**src/rtl/seg_runner_ctrl_if.sv**
```systemverilog
// rtl/seg_runner_ctrl_if.sv - control/status bundle between the runner controller and its driver
//
// Signals:
//   run     driver -> ctrl  level, 1 = runner moving
//   stop    driver -> ctrl  single-cycle stop pulse
//   pos     ctrl -> driver  one-hot runner position, bit 7 leftmost
//   step    ctrl -> driver  pulse on each position change
//   hit     ctrl -> driver  pulse when a stop is captured
//   hit_pos ctrl -> driver  index of pos at the last capture
// Modports: master (game logic / bench side), slave (seg_runner_ctrl side).

interface seg_runner_ctrl_if;
  logic       run;
  logic       stop;
  logic [7:0] pos;
  logic       step;
  logic       hit;
  logic [2:0] hit_pos;

  modport master (
    output run,
    output stop,
    input  pos,
    input  step,
    input  hit,
    input  hit_pos
  );

  modport slave (
    input  run,
    input  stop,
    output pos,
    output step,
    output hit,
    output hit_pos
  );
endinterface

```
**src/rtl/seg_runner_ctrl.sv**
```systemverilog
// rtl/seg_runner_ctrl.sv - one-hot position generator for the seven-segment runner game
//
// Ports:
//   clk  system clock, rising edge
//   rst  asynchronous active-high reset
//   bus  seg_runner_ctrl_if.slave: run/stop in, pos/step/hit/hit_pos out (all registered)
// Parameters:
//   CLK_DIV  clocks per position step (>= 1)
// Build option:
//   SEG_RUNNER_BOUNCE_EN  defined: ping-pong motion between bit 7 and bit 0;
//                         undefined: always moves right, wrapping bit 0 -> bit 7.

module seg_runner_ctrl #(
  parameter int CLK_DIV = 25000000
) (
  input logic              clk,
  input logic              rst,
  seg_runner_ctrl_if.slave bus
);

  localparam int CNT_W = (CLK_DIV > 1) ? $clog2(CLK_DIV) : 1;
  localparam logic [CNT_W-1:0] CNT_LAST = CNT_W'(CLK_DIV - 1);

  typedef enum logic [1:0] {
    IDLE,
    RUN,
    HOLD
  } state_t;

  state_t           state_q;
  logic [CNT_W-1:0] cnt_q;
  logic [7:0]       pos_q;
  logic [7:0]       pos_d;
  logic             step_q;
  logic             hit_q;
  logic [2:0]       hit_pos_q;
  logic [2:0]       pos_idx;

`ifdef SEG_RUNNER_BOUNCE_EN
  logic dir_left_q;
  logic dir_left_d;
`endif

  // Binary index of the one-hot position.
  always_comb begin
    pos_idx = 3'd0;
    for (int i = 0; i < 8; i++) begin
      if (pos_q[i]) pos_idx = i[2:0];
    end
  end

  // Position after one advance.
`ifdef SEG_RUNNER_BOUNCE_EN
  always_comb begin
    pos_d      = pos_q;
    dir_left_d = dir_left_q;
    if (dir_left_q) begin
      if (pos_q[7]) begin
        pos_d      = 8'h40;
        dir_left_d = 1'b0;
      end else begin
        pos_d = pos_q << 1;
      end
    end else begin
      if (pos_q[0]) begin
        pos_d      = 8'h02;
        dir_left_d = 1'b1;
      end else begin
        pos_d = pos_q >> 1;
      end
    end
  end
`else
  always_comb begin
    pos_d = {pos_q[0], pos_q[7:1]};
  end
`endif

  always_ff @(posedge clk or posedge rst) begin
    if (rst) begin
      state_q    <= IDLE;
      cnt_q      <= '0;
      pos_q      <= 8'h80;
      step_q     <= 1'b0;
      hit_q      <= 1'b0;
      hit_pos_q  <= 3'd0;
`ifdef SEG_RUNNER_BOUNCE_EN
      dir_left_q <= 1'b0;
`endif
    end else begin
      step_q <= 1'b0;
      hit_q  <= 1'b0;
      case (state_q)
        IDLE: begin
          cnt_q <= '0;
          if (bus.run) state_q <= RUN;
        end
        RUN: begin
          // Priority: run low, then stop, then terminal count.
          if (!bus.run) begin
            state_q <= IDLE;
            cnt_q   <= '0;
          end else if (bus.stop) begin
            state_q   <= HOLD;
            cnt_q     <= '0;
            hit_q     <= 1'b1;
            hit_pos_q <= pos_idx;
          end else if (cnt_q == CNT_LAST) begin
            cnt_q      <= '0;
            pos_q      <= pos_d;
            step_q     <= 1'b1;
`ifdef SEG_RUNNER_BOUNCE_EN
            dir_left_q <= dir_left_d;
`endif
          end else begin
            cnt_q <= cnt_q + 1'b1;
          end
        end
        HOLD: begin
          cnt_q <= '0;
          if (!bus.run) state_q <= IDLE;
        end
        default: begin
          state_q <= IDLE;
          cnt_q   <= '0;
        end
      endcase
    end
  end

  assign bus.pos     = pos_q;
  assign bus.step    = step_q;
  assign bus.hit     = hit_q;
  assign bus.hit_pos = hit_pos_q;

endmodule

```
**src/flat_wrapper.sv**
```systemverilog
// flat-port wrapper written by rule: the top's interface ports become plain ports
module seg_runner_ctrl_flat 
#(
  parameter int CLK_DIV = 25000000
)
  (clk, rst, bus_run, bus_stop, bus_pos, bus_step, bus_hit, bus_hit_pos);
  seg_runner_ctrl_if bus_i ();
  input logic clk;
  input logic rst;
  input wire logic [$bits(bus_i.run)-1:0] bus_run;
  input wire logic [$bits(bus_i.stop)-1:0] bus_stop;
  output wire logic [$bits(bus_i.pos)-1:0] bus_pos;
  output wire logic [$bits(bus_i.step)-1:0] bus_step;
  output wire logic [$bits(bus_i.hit)-1:0] bus_hit;
  output wire logic [$bits(bus_i.hit_pos)-1:0] bus_hit_pos;
  assign bus_i.run = bus_run;
  assign bus_i.stop = bus_stop;
  assign bus_pos = bus_i.pos;
  assign bus_step = bus_i.step;
  assign bus_hit = bus_i.hit;
  assign bus_hit_pos = bus_i.hit_pos;
  seg_runner_ctrl #(.CLK_DIV(CLK_DIV)) u_core (.clk(clk), .rst(rst), .bus(bus_i));
endmodule
```
**config.mk**
```make
export PLATFORM = sky130hd
export DESIGN_NAME = seg_runner_ctrl_flat
export DESIGN_NICKNAME = d
export VERILOG_FILES = /design/src/rtl/seg_runner_ctrl_if.sv /design/src/rtl/seg_runner_ctrl.sv /design/src/flat_wrapper.sv
export SDC_FILE = /design/constraint.sdc
export NUM_CORES = 1
export LEC_CHECK = 0
export BUFFER_PORTS_ARGS = -buffer_cell sky130_fd_sc_hd__buf_2
export CORE_ASPECT_RATIO = 1.4
export CORE_UTILIZATION = 40
export DETAILED_ROUTE_END_ITERATION = 8
export GPL_TIMING_DRIVEN = 0
export PLACE_DENSITY_LB_ADDON = 0.08
export SYNTH_ARGS = -nofsm -noshare
export SYNTH_HDL_FRONTEND = slang
export SYNTH_SLANG_ARGS = --single-unit
export TNS_END_PERCENT = 100
```
**constraint.sdc**
```tcl
create_clock -name clk -period 3.8 [get_ports clk]
set_input_delay 0.38 -clock clk [delete_from_list [all_inputs] [get_ports clk]]
set_output_delay 0.38 -clock clk [all_outputs]
set_load 0.005 [all_outputs]
```
Word-level counts from Yosys, hierarchy flattened. Cells that the tools add are included.

$add $sub $neg: 1. Multiply operators: 0. Div/mod/pow operators: 0. Magnitude comparators: 0. Equality and inequality tests: 6. Shifts and indexed selects: 0. Muxes and demuxes: 23. Bitwise logic cells: 1. Reduce and logical (&&, ||, !) cells: 4.

Operator list (count): 25-bit 2-to-1 mux (4); 25-bit by 1-bit adder with 25-bit output (second input constant) (1); 25-bit equality test (second input constant) (1); 2-bit 2-to-1 mux (6); 3-bit 2-to-1 mux (4); 1-bit 2-to-1 mux (8); 2-bit case mux with 3 select lines (1); 3-bit AND reduction (2); 2-bit != test (second input constant) (2); 4-bit AND reduction (1); 3-bit != test (second input constant) (1); 2-bit by 1-bit equality test with 1-bit output (second input constant) (1); 2-bit equality test (second input constant) (1); 2-bit logical NOT (1); 1-bit inverter (1).

Register bits: 40. Bits in latches: 0. Bits in writable memories: 0. ROM bits: 0. Input bits: 4. Output and inout bits: 13. Word-level logic and storage cells: 41. Memories kept: 0.

Logic depth before layout (Yosys ltp). Gate-level depths: netlist of the first run.

Word-level depth: 7. Mapped depth: 6. Gate-level depth less buffers: 5.

Least setup slack after synthesis of the first run. Ideal clock, no wire load.

Kind: reg-to-reg. Start: register u_core.cnt_q[9]. End: register u_core.pos_q[0] (netlist: u_core.bus.pos[0]). Setup time: 125 ps. Data arrival time: 1762 ps. Required time: 3675 ps. Setup slack: 1913 ps. Cell stages (with the launch flop): 5. Path buffers: 0. Period minus slack after synthesis: 1887 ps. Path through: dfrtp_1 -> or4_4 -> nor4_4 -> nand4b_4 -> mux2_2.

Longest elaborated chain between the ends: 2.

RTL lines: start, declared (line seg_runner_ctrl.sv:31) `logic [CNT_W-1:0] cnt_q;`; start signal, assigned (line seg_runner_ctrl.sv:116) `cnt_q <= cnt_q + 1'b1;`; 25-bit equality test (line seg_runner_ctrl.sv:108) `end else if (cnt_q == CNT_LAST) begin`; 4-bit AND reduction (no source line); end signal, assigned (line seg_runner_ctrl.sv:110) `pos_q <= pos_d;`; end, declared (line seg_runner_ctrl.sv:32) `logic [7:0] pos_q;`.

No other way between the ends. A chain may end at the register's enable or synchronous reset.

Final worst setup path of the first run.
Start: register u_core.cnt_q[6]. End: register u_core.cnt_q[19].

Longest elaborated chain between the ends: 5. Elaborated cells between the ends (all ways): 6. Classes of those cells: 1 x add/sub; 1 x eq/ne; 4 x mux.

RTL lines: 25-bit by 1-bit adder with 25-bit output / 25-bit equality test (equally long branches) (line seg_runner_ctrl.sv:116, seg_runner_ctrl.sv:108); 25-bit 2-to-1 mux (*) (line seg_runner_ctrl.sv:108); 25-bit 2-to-1 mux (*) (line seg_runner_ctrl.sv:103) `end else if (bus.stop) begin`; 25-bit 2-to-1 mux (*) (line seg_runner_ctrl.sv:100) `if (!bus.run) begin`; 25-bit 2-to-1 mux (*) (line seg_runner_ctrl.sv:93) `case (state_q)`.

Every way passes the cells marked *; elsewhere a longest branch is shown, timed or not.

==> flow_summary_export.csv, run 1 <==
group,metric,value,unit
route,ant_nets,0,
layout,fin_util,48.9,%
sta,finalCriticalPeriod,2080,ps
yosys,synth_async_sr_flop_share,100,%
cts,clk_pin_slew_worst_paths,80,ps
yosys,synth-seq-area-share,50.6,%
route,detail_route.iter0.violations,91,
route,drt_drc_violations_left,0,
sta,rsz0062_at_grt,"false",
sta,finalSetupViolCount,0,
cts,cts_buffers,5,
cts,post_cts_resized,0,
setup_path,timing.critical_path.from_type,"register",
yosys,yosys_most_used_dff,"sky130_fd_sc_hd__dfrtp_1",
layout,fillCellCount,472,
sta,fmax,0.480,GHz
layout,antenna_cells_inserted,0,
yosys,synth.ff_latch_count,40,
setup_path,critical_path.max_fanout,10,
sta,clock_skew,7.87,ps
sta,fin_setup_tns,0,ps
floorplan,fp.dieH,85.2,um
setup_path,worst-endpoint-arrival,2250,ps
setup_path,worstSetupPathType,"reg2reg",
grt,wire_length_of_the_first_global_routing_pass,6690,um
run,max_cap_viol_count,0,
setup_path,instance_count_on_the_critical_path,5,
cts,worstSkewPairLatency,290,ps
setup_path,cp_slowest_cell,"sky130_fd_sc_hd__or4b_2",
floorplan,initial_utilization,42.6,%
power_and_ir_drop,power.density_cell_area,386,nW/um^2
setup_path,critical_path.endpoint_type,"register",
grt,grt.overflow.total,0,
place,placement.io_buffers,16,
floorplan,rows,29,
route,viasPerCell,5.40,
setup_path,r2r_cells,5,
yosys,syn_inst,189,
place,place_hpwl,2780,um
yosys,synthesis.area,1980,sq um
route,via_count,1485,
route,routedWlPerCell,13.9,um
yosys,postSynthNetCount,194,
layout,post_layout_net_count,217,
yosys,ys_warn_count,0,
sta,max_slew.worst_pin.slew,817,ps
setup_path,critical_path.top_delay_family,"simple AND/OR/NAND/NOR gates",
yosys,synth-edff-count,0,
cts,cts_tree,"done",
cts,clock_tree.buffer_depth,2,
sta,timing.slew.headroom,45.4,%
setup_path,timing.rr.start,"u_core.cnt_q[6]",
grt,grt_pass1_vias,1542,
power_and_ir_drop,power.leakage,0.000952,uW
cts,clkSinkCount,40,
power_and_ir_drop,max-vdd-ir-drop,0.282,mV
floorplan,die_area,5240,sq um
route,firstDrtPassIters,4,
cts,cts_post_setup_buffers_inserted,0,
grt,largest_net_degree_at_the_start_of_global_routing,41,
layout,flow.area_growth_from_synthesis,14.7,%
setup_path,critical_path.reg2reg.endpoint,"u_core.cnt_q[19]",
floorplan,floorplan.die.width,61.5,um
cts,cts-root-buf,"sky130_fd_sc_hd__clkbuf_8",
setup_path,crit_buf_inv,1,
floorplan,fp.coreArea,4640,sq um
cts,cts_hold_buffers,0,
sta,period_share,54.9,%
place,routabilityCongestion,0.732,
sta,finalMaxSlewViolations,0,
setup_path,crit_path_max_incr_delay,670,ps
min_path,min-delay-path-class,"in2async",
status,run_status,"completed",
setup_path,worst-endpoint-required,3970,ps
setup_path,r2r_setup_slack,1720,ps
yosys,yosys.cell_types.count,39,
sta,finalHoldViolations,0,
setup_path,crit_path_cell_trace,"or4b_2, nor4_1, a31o_2, buf_6, a21oi_1",
yosys,synth_area_per_cell,10.5,sq um
floorplan,floorplan.io_pins,17,
grt,antenna_found_initial,0,
route,finalWirelength,3830,um
layout,layout-drive-gt1-share,21.1,%
cts,cts_htree_levels,2,
grt,total_routing_resource_utilization_after_global_routing,17.0,%
==> layout by cell type (no fill, tap or decap), types with 4 or more instances in the layout <==
cell type,count
sky130_fd_sc_hd__a21oi_1,13
sky130_fd_sc_hd__buf_2,17
sky130_fd_sc_hd__clkbuf_8,5
sky130_fd_sc_hd__dfrtp_1,39
sky130_fd_sc_hd__inv_1,6
sky130_fd_sc_hd__mux2_2,8
sky130_fd_sc_hd__nand2_1,11
sky130_fd_sc_hd__nand2b_1,4
sky130_fd_sc_hd__nand3_1,10
sky130_fd_sc_hd__nand4_1,5
sky130_fd_sc_hd__nor2_1,21
sky130_fd_sc_hd__nor4_1,5
sky130_fd_sc_hd__o21ai_0,6
sky130_fd_sc_hd__o31ai_1,7
sky130_fd_sc_hd__or3_1,5
sky130_fd_sc_hd__or4_1,6
sky130_fd_sc_hd__xnor2_1,9
==> power by group <==
part	internal (uW)	leakage (uW)	switching (uW)
clock network	262	0.0000654	142
logic	13.8	0.000338	20.5
registers	433	0.000548	5.04
total	710	0.000952	167
==> worst max path at each step <==
stage | startpoint | endpoint | slack, ps
final | u_core.cnt_q[6] | u_core.cnt_q[19] | 1720
after global routing | u_core.cnt_q[6] | u_core.cnt_q[20] | 1610
after CTS | u_core.cnt_q[6] | u_core.cnt_q[19] | 1690
after detailed placement | u_core.cnt_q[6] | u_core.cnt_q[23] | 1710
after global placement | u_core.cnt_q[6] | u_core.cnt_q[23] | 1750
after floorplan | u_core.cnt_q[9] | u_core.bus.pos[0] | 1910
==> registers in the layout, indices dropped and copies added, names as in the netlist <==
register	count
u_core.cnt_q	25
u_core.bus.hit	1
u_core.state_q	2
u_core.bus.hit_pos	3
u_core.bus.step	1
u_core.bus.pos	8
==> worst reg2reg max path: stages (launching register included) <==
cell and delay (ps):
sky130_fd_sc_hd__dfrtp_1 480, sky130_fd_sc_hd__or4b_2 670, sky130_fd_sc_hd__nor4_1 280, sky130_fd_sc_hd__a31o_2 320
sky130_fd_sc_hd__buf_6 180, sky130_fd_sc_hd__a21oi_1 50
==> area by class of cell <==
class / instances / area (sq um) / share of cell area, %
well taps: 62 / 77.6 / 3.42
clock buffers: 6 / 72.6 / 3.20
multi-input cells: 137 / 916 / 40.4
repair buffers: 16 / 80.1 / 3.53
inverters: 7 / 26.3 / 1.16
clock inverters: 2 / 60.1 / 2.65
plain buffers: 5 / 35.0 / 1.54
flip-flops and latches: 40 / 1000 / 44.2
==> logic make-up after synthesis <==
family / synth area share, %
mux: 5.06
flops: 50.6
simple gates: 26.2
compound gates: 9.10
fa+ha+maj: 0.632
xor+xnor: 5.31
buf+inv: 3.10
==> synth_stat cells, drive strengths merged, types with 2 or more instances <==
cell type,n,area (sq um)
a21oi,13,65.1
and2,2,12.5
and3,3,18.8
and4,2,18.8
buf,3,27.5
clkbuf,2,7.51
dfrtp,39,976
inv,7,26.3
mux2,8,90.1
nand2,11,41.3
nand2b,4,25.0
nand3,11,60.1
nand3b,2,15.0
nand4,6,52.6
nor2,21,78.8
nor4,6,52.6
o21ai,6,30.0
o31ai,7,52.6
or3,5,31.3
or4,7,56.3
or4b,2,20.0
xnor2,9,78.8
xor2,3,26.3
==> routing by layer <==
| metal | up-vias | GRT usage, % | routed length, um |
|---|---|---|---|
| met4 | 0 | 6.67 | 78 |
| li1 | 727 | - | - |
| met1 | 718 | 20.1 | 1580 |
| met2 | 32 | 29.3 | 2000 |
| met5 | - | 0 | 0 |
| met3 | 8 | 3.66 | 170 |
==> through the flow <==
stage	area (sq um)	total power (uW)	std cells	hold WS (ps)	setup slack [ps]
finish	2270	877	275	245	1720
global route	2270	911	275	285	1610
CTS	2270	891	275	277	1690
detailed placement	2140	483	267	478	1710
global placement	2140	481	267	458	1750
floorplan	1980	468	189	449	1910
(Power assumes the default switching activity.)
==> run 2, diff against run 1 <==
Clock period 3.8 ns to 1.7 ns, I/O delays scaled along.
==> run 2 against run 1 <==
Compared with the run above:
- final cell count up 4.0%
- critical path depth decreased by 1
- die area unchanged
- power grew 91%
- non-clock buffer count increased by 11
- cell area rose by 3.5%
- via count rose by 4.4%
- utilization grew 1.7 points
- first-iteration DRC count shrank 15%
- the flow now finishes with violations (setup timing)
- largest cell class unchanged
- routed wire length increased by 11%
- worst hold slack got worse by 210 ps
==> flow_summary_export.csv, run 2 (synthesis results as in run 1) <==
group,metric,value,unit
status,run_status,"finished, violations left",
status,violations,"setup timing",
setup_path,worst-endpoint-required,1880,ps
power_and_ir_drop,max-vdd-ir-drop,0.473,mV
grt,antenna_found_initial,0,
layout,final_cell_mix,"36 x sky130_fd_sc_hd__dfrtp_1, 19 x sky130_fd_sc_hd__buf_2, 19 x sky130_fd_sc_hd__nor2_1",
layout,antenna_cells_inserted,0,
cts,clk_pin_slew_worst_paths,80,ps
power_and_ir_drop,power.density_cell_area,714,nW/um^2
layout,post_layout_net_count,228,
cts,clkSinkCount,40,
setup_path,timing.rr.start,"u_core.cnt_q[9]",
sta,rsz0062_at_grt,"true",
route,finalWirelength,4270,um
cts,cts_htree_levels,2,
sta,timing.slew.headroom,43.2,%
route,ant_nets,0,
layout,largest_register_ff_count,25,
power_and_ir_drop,p_clk_share,36.4,%
layout,flow.area_growth_from_synthesis,18.7,%
power_and_ir_drop,net-switching-power,385,uW
cts,cts_tree,"done",
sta,max_slew.worst_pin.slew,851,ps
setup_path,critical_path.reg2reg.endpoint,"u_core.bus.pos[5]",
setup_path,crit_start,"u_core.cnt_q[9]",
cts,cts_hold_buffers,0,
grt,grt.overflow.total,0,
place,routabilityCongestion,0.758,
min_path,min-delay-path-class,"in2async",
layout,fin_util,50.6,%
cts,cts_buffers,5,
sta,period_share,118,%
power_and_ir_drop,power.combinational.fraction,5.1,%
cts,cts-root-buf,"sky130_fd_sc_hd__clkbuf_8",
layout,layout_commonest_cell,"sky130_fd_sc_hd__dfrtp_1",
setup_path,critical_path.endpoint,"u_core.bus.pos[5]",
floorplan,fp.dieH,85.2,um
layout,layout-drive-gt1-share,28.6,%
route,routedWlPerCell,14.9,um
floorplan,floorplan.io_pins,17,
layout,finalInstanceArea,2350,sq um
cts,worstSkewPairLatency,290,ps
layout,layout.area.seq,1010,sq um
sta,finalCriticalPeriod,2010,ps
route,firstDrtPassIters,4,
route,detail_route.iter0.violations,77,
place,place_hpwl,2820,um
floorplan,fp.coreArea,4640,sq um
sta,finalMaxSlewViolations,0,
power_and_ir_drop,intPower,1290,uW
sta,fmax,0.497,GHz
cts,clock_tree.buffer_depth,2,
place,place_ws,-334,ps
grt,total_routing_resource_utilization_after_global_routing,19.0,%
sta,setup_ws,-311,ps
power_and_ir_drop,power.leakage,0.000984,uW
layout,fillCellCount,478,
power_and_ir_drop,power_frac_seq,58.5,%
setup_path,timing.critical_path.from_type,"register",
floorplan,floorplan.die.width,61.5,um
setup_path,r2r_cells,4,
place,dpl-instance-area,2150,sq um
grt,grt_pass1_vias,1522,
run,max_cap_viol_count,0,
place,placement.io_buffers,16,
setup_path,worst-endpoint-arrival,2190,ps
grt,wire_length_of_the_first_global_routing_pass,7440,um
floorplan,die_area,5240,sq um
setup_path,critical_path.max_fanout,8,
floorplan,rows,29,
sta,finalSetupViolCount,33,
setup_path,critical_path.endpoint_type,"register",
power_and_ir_drop,p_sw_share,23.0,%
sta,clock_skew,11.2,ps
route,drt_drc_violations_left,0,
route,via_count,1551,
route,viasPerCell,5.42,
grt,largest_net_degree_at_the_start_of_global_routing,41,
layout,largest_register,"u_core.cnt_q",
setup_path,worstSetupPathType,"reg2reg",
sta,finalHoldViolations,0,
layout,footprint_of_the_multi_input_gates,958,sq um
setup_path,r2r_setup_slack,-310,ps
floorplan,initial_utilization,42.6,%
run 2: changes by cell type in the layout (fill, tap and decap cells not counted), moves of 2 or more:
| cell | delta |
|---|---|
| sky130_fd_sc_hd__buf_2 | +2 |
| sky130_fd_sc_hd__buf_4 | +9 |
| sky130_fd_sc_hd__nor2_2 | +2 |
| sky130_fd_sc_hd__dfrtp_1 | -3 |
| sky130_fd_sc_hd__a21oi_2 | +2 |
| sky130_fd_sc_hd__bufinv_16 | -2 |
| sky130_fd_sc_hd__nor2_1 | -2 |
| sky130_fd_sc_hd__dfrtp_2 | +3 |
| sky130_fd_sc_hd__or4b_4 | +2 |
| sky130_fd_sc_hd__or4b_2 | -2 |
| sky130_fd_sc_hd__a21oi_1 | -2 |
run 2: through the flow:
step | std cells | hold slack [ps] | setup TNS (ps) | power, uW
2_1_floorplan | 189 | 252 | -3970 | 1050
3_3_place_gp | 267 | 382 | -8250 | 1080
3_5_place_dp | 267 | 385 | -9620 | 1080
4_1_cts | 286 | 70.3 | -6820 | 1700
5_1_grt | 286 | 88.8 | -9900 | 1740
6_report | 286 | 38.7 | -7460 | 1680
run 2: worst min path at each step:
stage / startpoint / end / slack, ps
after floorplan: bus_stop / u_core.state_q[0] / 250
final: rst / u_core.cnt_q[19] / 40
after CTS: rst / u_core.cnt_q[20] / 70
after detailed placement: bus_stop / u_core.state_q[0] / 380
after global routing: bus_stop / u_core.state_q[0] / 90
after global placement: bus_stop / u_core.state_q[0] / 380
run 2: critical path, stage by stage, from the launching register on:
cell	delay (ps)
sky130_fd_sc_hd__dfrtp_1	400
sky130_fd_sc_hd__or4_4	580
sky130_fd_sc_hd__nor4_4	360
sky130_fd_sc_hd__nand4b_4	230
sky130_fd_sc_hd__mux2_2	340
run 2: final cells by class:
class / instances / area share, %
inverters: 7 / 1.12
clock buffers: 7 / 3.25
well taps: 62 / 3.30
multi-input cells: 137 / 40.8
repair buffers: 27 / 6.98
clock inverters: 1 / 0.213
plain buffers: 5 / 1.54
flip-flops and latches: 40 / 42.8
run 2: routing by layer:
metal	part of all wire (%)	GRT usage [%]	routed length (um)	vias to the layer above
met5	0	0	0	-
met4	1.6	6.46	69	0
met3	2.1	3.66	91	5
met2	51	29.7	2200	24
met1	45	26.1	1910	767
li1	-	-	-	755
run 2: timing repair:
action	in CTS	in global routing
pin swaps	7	1
gates cloned	2	0
setup endpoints to repair	33	34
buffers inserted	9	0
resized for setup	13	1
run 2: power groups by stage:
| stage | Clock, uW | Sequential (uW) | Combinational (uW) |
|---|---|---|---|
| 6_report | 611 | 981 | 85.5 |
| 5_1_grt | 658 | 984 | 99.4 |
| 4_1_cts | 630 | 982 | 88.3 |
| 3_5_place_dp | 0 | 1000 | 80.5 |
| 3_3_place_gp | 0 | 998 | 78.3 |
| 2_1_floorplan | 0 | 999 | 47.2 |
